$ cat config.mk
export PLATFORM = sky130hd
export DESIGN_NAME = dec_check_fsm_flat
export DESIGN_NICKNAME = d
export VERILOG_FILES = /design/src/rtl/dec_check_fsm_pkg.sv /design/src/rtl/dec_check_fsm_if.sv /design/src/rtl/dec_check_fsm_char_legal.sv /design/src/rtl/dec_check_fsm.sv /design/src/flat_wrapper.sv
export SDC_FILE = /design/constraint.sdc
export NUM_CORES = 1
export LEC_CHECK = 0
export BUFFER_PORTS_ARGS = -buffer_cell sky130_fd_sc_hd__buf_2
export CORE_ASPECT_RATIO = 1.1
export CORE_MARGIN = 3
export CORE_UTILIZATION = 40
export DETAILED_ROUTE_END_ITERATION = 8
export SYNTH_ARGS = -nofsm -noshare
export SYNTH_HDL_FRONTEND = slang
export SYNTH_SLANG_ARGS = --single-unit
$ cat constraint.sdc
create_clock -name clk -period 3.5 [get_ports clk]
set_clock_uncertainty 0.15 [all_clocks]
set_input_delay 0.175 -clock clk [delete_from_list [all_inputs] [get_ports clk]]
set_output_delay 0.175 -clock clk [all_outputs]
set_load 0.01 [all_outputs]
$ cat src/rtl/dec_check_fsm_pkg.sv
// Shared RC4 key-search constants and the decrypted-message checker state encoding.
// State bits carry the registered outputs directly, so outputs never glitch.
package rc4_pkg;
  localparam int MSG_LEN_DEF = 32;
  localparam int ADDR_W_DEF  = 5;

  localparam logic [7:0] CHAR_LO_DEF = 8'h61;
  localparam logic [7:0] CHAR_HI_DEF = 8'h7A;
  localparam logic [7:0] CHAR_SP_DEF = 8'h20;

  // Field layout: [4]=fin_strobe, [3]=rd_en, [2]=fsm_on, [1:0]=state id
  localparam int ST_FIN = 4;
  localparam int ST_RD  = 3;
  localparam int ST_ON  = 2;

  typedef enum logic [4:0] {
    S_IDLE = 5'b00000,
    S_RD   = 5'b01100,
    S_WAIT = 5'b00101,
    S_CHK  = 5'b00110,
    S_DONE = 5'b10000
  } chk_state_e;
endpackage

$ cat src/rtl/dec_check_fsm_if.sv
// Control and decrypted-memory read bus of the message checker.
interface dec_check_fsm_if #(
  parameter int ADDR_W = 5
) ();
  logic              start;
  logic [7:0]        rd_data;
  logic [ADDR_W-1:0] addr;
  logic              rd_en;
  logic              msg_ok;
  logic [ADDR_W-1:0] fail_idx;
  logic              fsm_on;
  logic              fin_strobe;

  modport master (
    input  start, rd_data,
    output addr, rd_en, msg_ok, fail_idx, fsm_on, fin_strobe
  );

  modport slave (
    output start, rd_data,
    input  addr, rd_en, msg_ok, fail_idx, fsm_on, fin_strobe
  );
endinterface

$ cat src/rtl/dec_check_fsm_char_legal.sv
// Combinational plaintext classifier: a byte is legal if inside [LO,HI] or equal to SP.
module char_legal
  import rc4_pkg::*;
#(
  parameter logic [7:0] CHAR_LO = CHAR_LO_DEF,
  parameter logic [7:0] CHAR_HI = CHAR_HI_DEF,
  parameter logic [7:0] CHAR_SP = CHAR_SP_DEF
) (
  input  logic [7:0] i_byte,
  output logic       o_legal
);
  assign o_legal = ((i_byte >= CHAR_LO) && (i_byte <= CHAR_HI)) || (i_byte == CHAR_SP);
endmodule

$ cat src/rtl/dec_check_fsm.sv
// Walks the decrypted message in address order and stops at the first illegal byte.
// Reports pass/fail and the failing index to the key-search controller.
module dec_check_fsm
  import rc4_pkg::*;
#(
  parameter int         MSG_LEN = MSG_LEN_DEF,
  parameter int         ADDR_W  = ADDR_W_DEF,
  parameter logic [7:0] CHAR_LO = CHAR_LO_DEF,
  parameter logic [7:0] CHAR_HI = CHAR_HI_DEF,
  parameter logic [7:0] CHAR_SP = CHAR_SP_DEF
) (
  input  logic            clk,
  input  logic            rst_n,
  dec_check_fsm_if.master bus
);
  // One extra bit so MSG_LEN == 2**ADDR_W does not wrap before the last compare
  localparam logic [ADDR_W:0] K_LAST = (ADDR_W+1)'(MSG_LEN - 1);

  chk_state_e        r_state;
  logic [ADDR_W:0]   r_k;
  logic [7:0]        r_byte;
  logic              r_msg_ok;
  logic [ADDR_W-1:0] r_fail_idx;
  logic              w_legal;

  char_legal #(
    .CHAR_LO (CHAR_LO),
    .CHAR_HI (CHAR_HI),
    .CHAR_SP (CHAR_SP)
  ) u_legal (
    .i_byte  (r_byte),
    .o_legal (w_legal)
  );

  always_ff @(posedge clk or negedge rst_n) begin
    if (!rst_n) begin
      r_state    <= S_IDLE;
      r_k        <= '0;
      r_byte     <= '0;
      r_msg_ok   <= 1'b0;
      r_fail_idx <= '0;
    end else begin
      case (r_state)
        S_IDLE: if (bus.start) begin
          r_state    <= S_RD;
          r_k        <= '0;
          r_msg_ok   <= 1'b0;
          r_fail_idx <= '0;
        end
        S_RD:   r_state <= S_WAIT;
        S_WAIT: begin
          r_byte  <= bus.rd_data;
          r_state <= S_CHK;
        end
        S_CHK: begin
          if (!w_legal) begin
            r_state    <= S_DONE;
            r_msg_ok   <= 1'b0;
            r_fail_idx <= r_k[ADDR_W-1:0];
          end else if (r_k == K_LAST) begin
            r_state  <= S_DONE;
            r_msg_ok <= 1'b1;
          end else begin
            r_state <= S_RD;
            r_k     <= r_k + 1'b1;
          end
        end
        S_DONE:  r_state <= S_IDLE;
        default: r_state <= S_IDLE;
      endcase
    end
  end

  assign bus.addr       = r_k[ADDR_W-1:0];
  assign bus.rd_en      = r_state[ST_RD];
  assign bus.fsm_on     = r_state[ST_ON];
  assign bus.fin_strobe = r_state[ST_FIN];
  assign bus.msg_ok     = r_msg_ok;
  assign bus.fail_idx   = r_fail_idx;
endmodule
$ cat src/flat_wrapper.sv
// flat-port wrapper written by rule: the top's interface ports become plain ports
module dec_check_fsm_flat import rc4_pkg::*;
#(
  parameter int         MSG_LEN = MSG_LEN_DEF,
  parameter int         ADDR_W  = ADDR_W_DEF,
  parameter logic [7:0] CHAR_LO = CHAR_LO_DEF,
  parameter logic [7:0] CHAR_HI = CHAR_HI_DEF,
  parameter logic [7:0] CHAR_SP = CHAR_SP_DEF
)
  (clk, rst_n, bus_start, bus_rd_data, bus_addr, bus_rd_en, bus_msg_ok, bus_fail_idx, bus_fsm_on, bus_fin_strobe);
  dec_check_fsm_if #(.ADDR_W(ADDR_W)) bus_i ();
  input  logic clk;
  input  logic rst_n;
  input wire logic [$bits(bus_i.start)-1:0] bus_start;
  input wire logic [$bits(bus_i.rd_data)-1:0] bus_rd_data;
  output wire logic [$bits(bus_i.addr)-1:0] bus_addr;
  output wire logic [$bits(bus_i.rd_en)-1:0] bus_rd_en;
  output wire logic [$bits(bus_i.msg_ok)-1:0] bus_msg_ok;
  output wire logic [$bits(bus_i.fail_idx)-1:0] bus_fail_idx;
  output wire logic [$bits(bus_i.fsm_on)-1:0] bus_fsm_on;
  output wire logic [$bits(bus_i.fin_strobe)-1:0] bus_fin_strobe;
  assign bus_i.start = bus_start;
  assign bus_i.rd_data = bus_rd_data;
  assign bus_addr = bus_i.addr;
  assign bus_rd_en = bus_i.rd_en;
  assign bus_msg_ok = bus_i.msg_ok;
  assign bus_fail_idx = bus_i.fail_idx;
  assign bus_fsm_on = bus_i.fsm_on;
  assign bus_fin_strobe = bus_i.fin_strobe;
  dec_check_fsm #(.MSG_LEN(MSG_LEN), .ADDR_W(ADDR_W), .CHAR_LO(CHAR_LO), .CHAR_HI(CHAR_HI), .CHAR_SP(CHAR_SP)) u_core (.clk(clk), .rst_n(rst_n), .bus(bus_i));
endmodule
==> impl_metrics.py, run 1 <==
metrics = {
    "layout": {
        "fillers": 304,
        "final_core_util_pct": 49.9,
        "fin_cells": 191,
        "areaGrowthSynthToFinish_pct": 17.8,
        "multi_input_area_sq_um": 613,
        "final_nets": 170,
        "finalInstanceArea_sq_um": 1550,
        "drive_above_1_share_pct": 25.5,
        "seq_area_sq_um": 626,
        "antenna_cells": 0,
    },
    "setup_path": {
        "cp_data_arrival_time_ps": 2150,
        "r2r_cells": 3,
        "critPathCapture": "u_core.r_byte[0]",
        "critPathLaunchType": "flip-flop",
        "endpoint_kind": "flip-flop",
        "worstReg2RegEnd": "u_core.r_byte[0]",
        "startpoint": "u_core.r_state[4]",
        "path_class": "flip-flop to flip-flop",
        "required_ps": 3560,
        "critPathMaxFanout": 11,
        "ff2ff_setup_slack_ps": 1410,
        "reg2reg_from": "u_core.r_state[4]",
    },
    "die": {
        "core_area_sq_um": 3100,
        "design.portCount": 25,
        "die_area_sq_um": 4010,
        "num_rows": 21,
        "die_y_um": 66.1,
        "initial_core_util_pct": 42.4,
        "fp.dieW_um": 60.6,
    },
    "yosys": {
        "synthesis.nets": 140,
        "synth.area.top_cells": "dfrtp_1, mux2_2, nand2_1, o221ai_1, buf_4",
        "yosysUniqueCellTypes": 45,
        "yosysWarnings": 0,
        "synth_commonest_cells": "dfrtp_1, nand2_1, inv_1, mux2_2",
        "yosysSeqAreaShare_pct": 47.6,
        "synth_most_common_cell": "dfrtp_1",
        "netlist.area_leader.share_pct": 47.6,
        "synth-main-ff-cell": "dfrtp_1",
        "synth.avg_cell_area_sq_um": 10.3,
        "async_reset_ff_share_pct": 100,
        "synth-edff-count": 0,
        "syn-cell-area_sq_um": 1310,
        "yosysTopAreaCell": "dfrtp_1",
        "ys_ff_latch": 25,
        "synthCells": 128,
    },
    "run_status": {
        "status": "completed",
    },
    "sta": {
        "finalSetupTns_ps": 0,
        "rsz0062_at_grt": "false",
        "fin_crit_sh_pct": 59.7,
        "finalCriticalPeriod_ps": 2090,
        "final-max-slew-violation-count": 0,
        "whs_ps": 219,
        "fmax_mhz": 479,
        "setup_violations": 0,
        "setup_slack_ps": 1410,
        "max_slew.worst_pin.slew_ps": 1010,
        "hold_violations": 0,
        "maxSlewHeadroom_pct": 32.3,
    },
    "cts": {
        "clk_path_buf_depth": 2,
        "cts_tree": "built",
        "h-tree-depth": 1,
        "cts-resized-gates": 0,
        "cts.clk_slew.worst_paths_ps": 140,
        "cts_sinks": 25,
        "clockRootBuffer": "clkbuf_4",
        "cts_made_buffers": 3,
        "insertion_delay_ps": 310,
    },
    "placed_design": {
        "place_area_sq_um": 1430,
        "place_inst": 178,
        "pre_cts_ws_ps": 1390,
        "portBuffers": 24,
        "gp_congestion": 0.811,
        "hpwl_um": 2130,
    },
    "power": {
        "p_leak_nw": 0.669,
        "total_power_mw": 0.820,
        "irDropWorstVdd_mv": 0.314,
        "p_per_area_nw_per_um2": 530,
    },
    "min_path": {
        "hp-class": "input pin to asynchronous set/reset pin",
    },
    "route": {
        "dr.pass1.iters": 4,
        "drc": 0,
        "ant_nets": 0,
        "vias": 1138,
        "drt_wl_total_um": 2950,
        "wl_per_cell_um": 15.4,
        "first_iter_violations": 55,
        "viasPerCell": 5.96,
    },
    "global_routing": {
        "overflow": 0,
        "antenna_found_initial": 0,
        "grt_pass1_wl_um": 5170,
        "grt_pass1_vias": 1132,
        "grt_max_degree": 26,
        "grt_usage_pct": 17.0,
    },
    "job": {
        "maxCapViolCount": 0,
    },
}
==> cell usage in the layout, fill, tap and decap left out, types with 4 or more instances in the layout <==
cell type / Yosys / final
a21oi_1: 5 / 5
buf_2: 2 / 24
dfrtp_1: 25 / 25
dlygate4sd3_1: 0 / 9
inv_1: 8 / 8
mux2_2: 8 / 8
nand2_1: 19 / 19
nand3_1: 5 / 5
nor3_1: 4 / 4
o221ai_1: 5 / 5
==> per-layer routing <==
layer / share of wire (%) / up-vias / wire [um] / global-route usage [%]
met5: 0 / - / 0 / 0
met4: 0.71 / 0 / 21 / 4.07
met3: 6.9 / 4 / 202 / 2.93
met2: 49 / 49 / 1440 / 28.5
met1: 44 / 548 / 1280 / 22.6
li1: - / 537 / - / -
==> flip-flops by register name (all words and copies together), names as in the netlist <==
| signal | cells |
|---|---|
| u_core.r_k | 6 |
| u_core.r_byte | 8 |
| u_core.bus.fail_idx | 5 |
| u_core.bus.msg_ok | 1 |
| u_core.r_state | 5 |
==> report_power, final <==
group | switching [mW] | internal, mW | total (mW)
Clock | 0.0854 | 0.0445 | 0.130
Combinational | 0.164 | 0.123 | 0.287
Sequential | 0.0535 | 0.350 | 0.403
==> worst min path at each step <==
stage	startpoint	end	slack, ps
global placement	rst_n	u_core.r_k[5]	40
global route	rst_n	u_core.bus.fail_idx[0]	250
floorplan	rst_n	u_core.bus.fail_idx[0]	-270
detailed placement	rst_n	u_core.r_k[1]	50
finish	rst_n	u_core.r_k[3]	220
CTS	rst_n	u_core.r_k[3]	240
==> critical path: stages, from the launching register on <==
cell and delay, ps:
dfrtp_1 410, nand2b_1 180, nor4b_2 840, mux2_2 420
==> logic make-up after synthesis <==
group	share of synthesized area (%)
AND/OR/NAND/NOR	20.6
AO/OA/AOI/OAI	16.8
flip-flops	47.6
buffers and inverters	6.19
adder cells (fa/ha/maj)	0.952
multiplexers	7.90
==> cell type report <==
class / instances / share of cell area (%)
clock buffer: 4 / 1.70
inverter: 8 / 1.94
multi-input combinational: 87 / 39.6
timing repair buffer: 33 / 13.6
tap: 34 / 2.75
sequential: 25 / 40.4
==> what timing repair did <==
item / in CTS / in global routing
buffers inserted: 0 / 0
hold buffers: 9 / 0
endpoints found under the hold margin: 33 / 0
Power figures use the tool's default switching activity.
==> run 2: changes to the inputs <==
==> constraint.sdc (replaced) <==
create_clock -name clk -period 1.8 [get_ports clk]
set_clock_uncertainty 0.15 [all_clocks]
set_input_delay 0.09 -clock clk [delete_from_list [all_inputs] [get_ports clk]]
set_output_delay 0.09 -clock clk [all_outputs]
set_load 0.01 [all_outputs]
==> impl_metrics.py, run 2 (synthesis gave the netlist of run 1 again) <==
metrics = {
    "power": {
        "combinationalPowerShare_pct": 47.4,
        "switchingPower_mw": 0.748,
        "power.share.clock_pct": 13.0,
        "irDropWorstVdd_mv": 0.629,
        "switching_share_pct": 37.2,
        "total_power_mw": 2.01,
        "p_int_mw": 1.26,
        "p_per_area_nw_per_um2": 1080,
        "p_leak_nw": 0.812,
        "seqPwrFrac_pct": 39.5,
    },
    "run_status": {
        "status": "finished, violations left",
        "violations": "negative setup slack",
    },
    "layout": {
        "areaGrowthSynthToFinish_pct": 42.2,
        "most-common-layout-cells": "dfrtp_1, buf_2, buf_4",
        "drive_above_1_share_pct": 46.2,
        "regMostFlops": "u_core.r_byte",
        "seq_area_sq_um": 626,
        "multi_input_area_sq_um": 731,
        "largest_register_ffs": 8,
        "final_nets": 195,
        "antenna_cells": 0,
        "final_common_cell": "dfrtp_1",
        "finalInstanceArea_sq_um": 1870,
        "reg.largest.list": "u_core.r_byte: 8 flops, u_core.r_k: 6 flops",
        "fillers": 260,
        "final_core_util_pct": 60.3,
        "fin_cells": 216,
    },
    "job": {
        "maxCapViolCount": 0,
    },
    "sta": {
        "max_slew.worst_pin.slew_ps": 576,
        "fin_crit_sh_pct": 101,
        "fmax_mhz": 549,
        "whs_ps": 130,
        "setup_violations": 2,
        "maxSlewHeadroom_pct": 61.6,
        "finalCriticalPeriod_ps": 1820,
        "hold_violations": 0,
        "finalSetupTns_ps": -34.7,
        "rsz0062_at_grt": "true",
        "setup_slack_ps": -22.3,
        "final-max-slew-violation-count": 0,
    },
    "setup_path": {
        "reg2reg_from": "u_core.r_state[0]",
        "startpoint": "u_core.r_state[0]",
        "required_ps": 1850,
        "path_buf_inv": 1,
        "path_class": "flip-flop to flip-flop",
        "cpLargestDelayFamily": "simple AND/OR/NAND/NOR gates",
        "cpPeakStageDelay_ps": 410,
        "r2r_cells": 4,
        "endpoint_kind": "flip-flop",
        "path_depth": 4,
        "crit_chain": "or3_4, or2_4, buf_6, a222oi_1",
        "worstReg2RegEnd": "u_core.r_k[2]",
        "ff2ff_setup_slack_ps": -20,
        "critPathMaxFanout": 3,
        "cp_data_arrival_time_ps": 1870,
        "critPathCapture": "u_core.r_k[2]",
        "critPathLaunchType": "flip-flop",
        "cp_slowest_cell": "dfrtp_1",
    },
    "cts": {
        "clk_path_buf_depth": 2,
        "clockRootBuffer": "clkbuf_4",
        "insertion_delay_ps": 320,
        "cts_made_buffers": 3,
        "h-tree-depth": 1,
        "cts_sinks": 25,
        "cts_tree": "built",
        "cts.clk_slew.worst_paths_ps": 150,
    },
    "die": {
        "initial_core_util_pct": 42.4,
        "fp.dieW_um": 60.6,
        "die_area_sq_um": 4010,
        "num_rows": 21,
        "die_y_um": 66.1,
        "design.portCount": 25,
        "core_area_sq_um": 3100,
    },
    "route": {
        "first_iter_violations": 56,
        "dr.pass1.iters": 4,
        "drc": 0,
        "viasPerCell": 5.91,
        "ant_nets": 0,
        "vias": 1277,
        "wl_per_cell_um": 16.2,
        "drt_wl_total_um": 3500,
    },
    "global_routing": {
        "grt_usage_pct": 18.6,
        "grt_pass1_wl_um": 5640,
        "overflow": 0,
        "grt_max_degree": 26,
        "grt_pass1_vias": 1218,
        "antenna_found_initial": 0,
    },
    "placed_design": {
        "hpwl_um": 2360,
        "place_inst": 196,
        "portBuffers": 24,
        "place_area_sq_um": 1570,
        "gp_congestion": 0.879,
        "pre_cts_ws_ps": -86.6,
    },
    "min_path": {
        "hp-class": "input pin to asynchronous set/reset pin",
    },
}
run 2: repair_timing:
action	CTS	global route
pin swaps	5	13
endpoints found under the setup margin	8	14
buffers inserted	3	5
gates cloned	0	0
resized for setup	8	22
hold buffers	9	0
endpoints found under the hold margin	33	0
run 2: layer usage:
| metal | track usage [%] | vias to the layer above | wire length [um] |
|---|---|---|---|
| met4 | 6.78 | 0 | 108 |
| met3 | 3.13 | 14 | 178 |
| met5 | 0 | - | 0 |
| met1 | 23.4 | 623 | 1430 |
| li1 | - | 587 | - |
| met2 | 31.3 | 53 | 1780 |
run 2: how the worst min path moves through the flow:
stage                                  end  cells past startpoint
global route             u_core.r_state[3]                      4
detailed placement           u_core.r_k[0]                      1
finish                       u_core.r_k[0]                      2
floorplan           u_core.bus.fail_idx[0]                      0
global placement             u_core.r_k[4]                      1
CTS                      u_core.r_state[3]                      4
run 2: power by group through the flow:
stage	combinational, mW	clock, mW	sequential, mW
floorplan	0.405	0	0.781
global placement	0.683	0	0.777
detailed placement	0.699	0	0.787
CTS	0.791	0.273	0.786
global route	1.03	0.299	0.810
finish	0.953	0.262	0.794
run 2: final cells by class:
type                       instances  share of cell area, %
clock buffer                       3                   1.21
clock inverter                     1                  0.402
inverter                           8                   1.61
multi-input combinational         87                   39.1
sequential                        25                   33.5
tap                               34                   2.28
timing repair buffer              58                   21.9
run 2: worst reg2reg max path: stages (launching register included):
cell,delay [ps]
dfrtp_1,410
or3_4,400
or2_4,250
buf_6,120
a222oi_1,370
==> run 3: changes to the inputs <==
==> constraint.sdc (replaced) <==
create_clock -name clk -period 2 [get_ports clk]
set_clock_uncertainty 0.15 [all_clocks]
set_input_delay 0.1 -clock clk [delete_from_list [all_inputs] [get_ports clk]]
set_output_delay 0.1 -clock clk [all_outputs]
set_load 0.01 [all_outputs]
==> impl_metrics.py, run 3 (synthesis gave the netlist of run 1 again) <==
metrics = {
    "cts": {
        "cts-resized-gates": 0,
        "cts_tree": "built",
        "postCtsSetupRepairBufs": 0,
        "cts_made_buffers": 3,
        "cts.clk_slew.worst_paths_ps": 140,
        "clockRootBuffer": "clkbuf_4",
        "hold_buffers": 9,
        "cts_sinks": 25,
        "h-tree-depth": 1,
        "insertion_delay_ps": 320,
        "clk_path_buf_depth": 2,
    },
    "setup_path": {
        "path_buf_inv": 0,
        "cp_slowest_cell": "or3_4",
        "reg2reg_from": "u_core.r_state[0]",
        "endpoint_kind": "flip-flop",
        "critPathMaxFanout": 6,
        "cpLargestDelayFamily": "simple AND/OR/NAND/NOR gates",
        "critPathLaunchType": "flip-flop",
        "path_class": "flip-flop to flip-flop",
        "ff2ff_setup_slack_ps": 110,
        "cpPeakStageDelay_ps": 430,
        "crit_chain": "or3_4, or2_1, or3_1, o211ai_1",
        "required_ps": 2090,
        "cp_data_arrival_time_ps": 1980,
        "r2r_cells": 4,
        "worstReg2RegEnd": "u_core.r_k[0]",
    },
    "route": {
        "drt_wl_total_um": 3120,
        "viasPerCell": 5.95,
        "drc": 0,
        "vias": 1189,
        "wl_per_cell_um": 15.6,
        "first_iter_violations": 50,
        "dr.pass1.iters": 4,
        "ant_nets": 0,
    },
    "layout": {
        "antenna_cells": 0,
        "regMostFlops": "u_core.r_byte",
        "fin_cells": 200,
        "final_core_util_pct": 52.1,
        "final_common_cell": "dfrtp_1",
        "drive_above_1_share_pct": 29.5,
        "areaGrowthSynthToFinish_pct": 23.0,
        "finalInstanceArea_sq_um": 1620,
        "most-common-layout-cells": "dfrtp_1, buf_2, nand2_1",
        "reg.largest.list": "u_core.r_byte: 8 flops, u_core.r_k: 6 flops",
        "final_nets": 179,
        "largest_register_ffs": 8,
    },
    "global_routing": {
        "overflow": 0,
        "grt_pass1_vias": 1169,
        "grt_pass1_wl_um": 5150,
        "grt_usage_pct": 16.8,
        "grt_max_degree": 26,
        "antenna_found_initial": 0,
    },
    "placed_design": {
        "place_inst": 187,
        "pre_cts_ws_ps": 144,
        "place_area_sq_um": 1500,
        "hpwl_um": 2240,
        "portBuffers": 24,
        "gp_congestion": 0.911,
    },
    "sta": {
        "fmax_mhz": 529,
        "rsz0062_at_grt": "false",
        "setup_slack_ps": 110,
        "maxSlewHeadroom_pct": 63.2,
        "final-max-slew-violation-count": 0,
        "whs_ps": 137,
        "max_slew.worst_pin.slew_ps": 553,
        "fin_crit_sh_pct": 94.5,
        "setup_violations": 0,
        "finalCriticalPeriod_ps": 1890,
        "finalSetupTns_ps": 0,
        "hold_violations": 0,
    },
    "job": {
        "maxCapViolCount": 0,
    },
    "run_status": {
        "status": "completed",
    },
    "min_path": {
        "hp-class": "input pin to asynchronous set/reset pin",
    },
    "power": {
        "p_leak_nw": 0.715,
        "total_power_mw": 1.48,
        "irDropWorstVdd_mv": 0.606,
        "p_per_area_nw_per_um2": 917,
    },
    "die": {
        "design.portCount": 25,
        "num_rows": 21,
        "die_y_um": 66.1,
        "initial_core_util_pct": 42.4,
        "fp.dieW_um": 60.6,
        "core_area_sq_um": 3100,
        "die_area_sq_um": 4010,
    },
}
## run 3: cell count changes in the layout (fill, tap and decap cells not counted), moves of 2 or more
cell | previous run | this run
buf_4 | 22 | 9
o221ai_1 | 3 | 5
buf_6 | 3 | 0
o221ai_2 | 2 | 0
nor3_4 | 2 | 0
nand2_1 | 16 | 19
o311ai_0 | 0 | 2
nand2_2 | 3 | 0
## run 3: worst register-to-register path: stages (launching register included)
cell and delay, ps:
dfrtp_1 420, or3_4 430, or2_1 280, or3_1 360, o211ai_1 170
## run 3: cell type report
| cell class | instances | area, sq um |
|---|---|---|
| timing repair buffer | 42 | 278 |
| clock buffer | 4 | 26.3 |
| multi-input combinational | 87 | 613 |
| fill | 299 | 1490 |
| sequential | 25 | 626 |
| tap | 34 | 42.5 |
| inverter | 8 | 30.0 |
## run 3: power by group
part	internal (mW)	switching [mW]
sequential	0.612	0.0953
combinational	0.241	0.301
clock	0.0780	0.155
total	0.931	0.551
## run 3: worst max path at each step
stage	end	slack (ps)	cells past startpoint	from
after floorplan	u_core.r_k[0]	230	4	u_core.r_state[4]
after global placement	u_core.r_k[0]	140	4	u_core.r_state[0]
after detailed placement	u_core.r_k[1]	140	4	u_core.r_state[1]
after CTS	u_core.r_k[0]	120	4	u_core.r_state[0]
after global routing	u_core.r_k[2]	30	4	u_core.r_byte[6]
final	u_core.r_k[0]	110	4	u_core.r_state[0]
## run 3: per-layer routing
layer	global-route usage, %	part of all wire (%)
met1	21.0	44
met2	28.6	49
met4	4.88	0.80
met3	3.32	6.6
met5	0	0
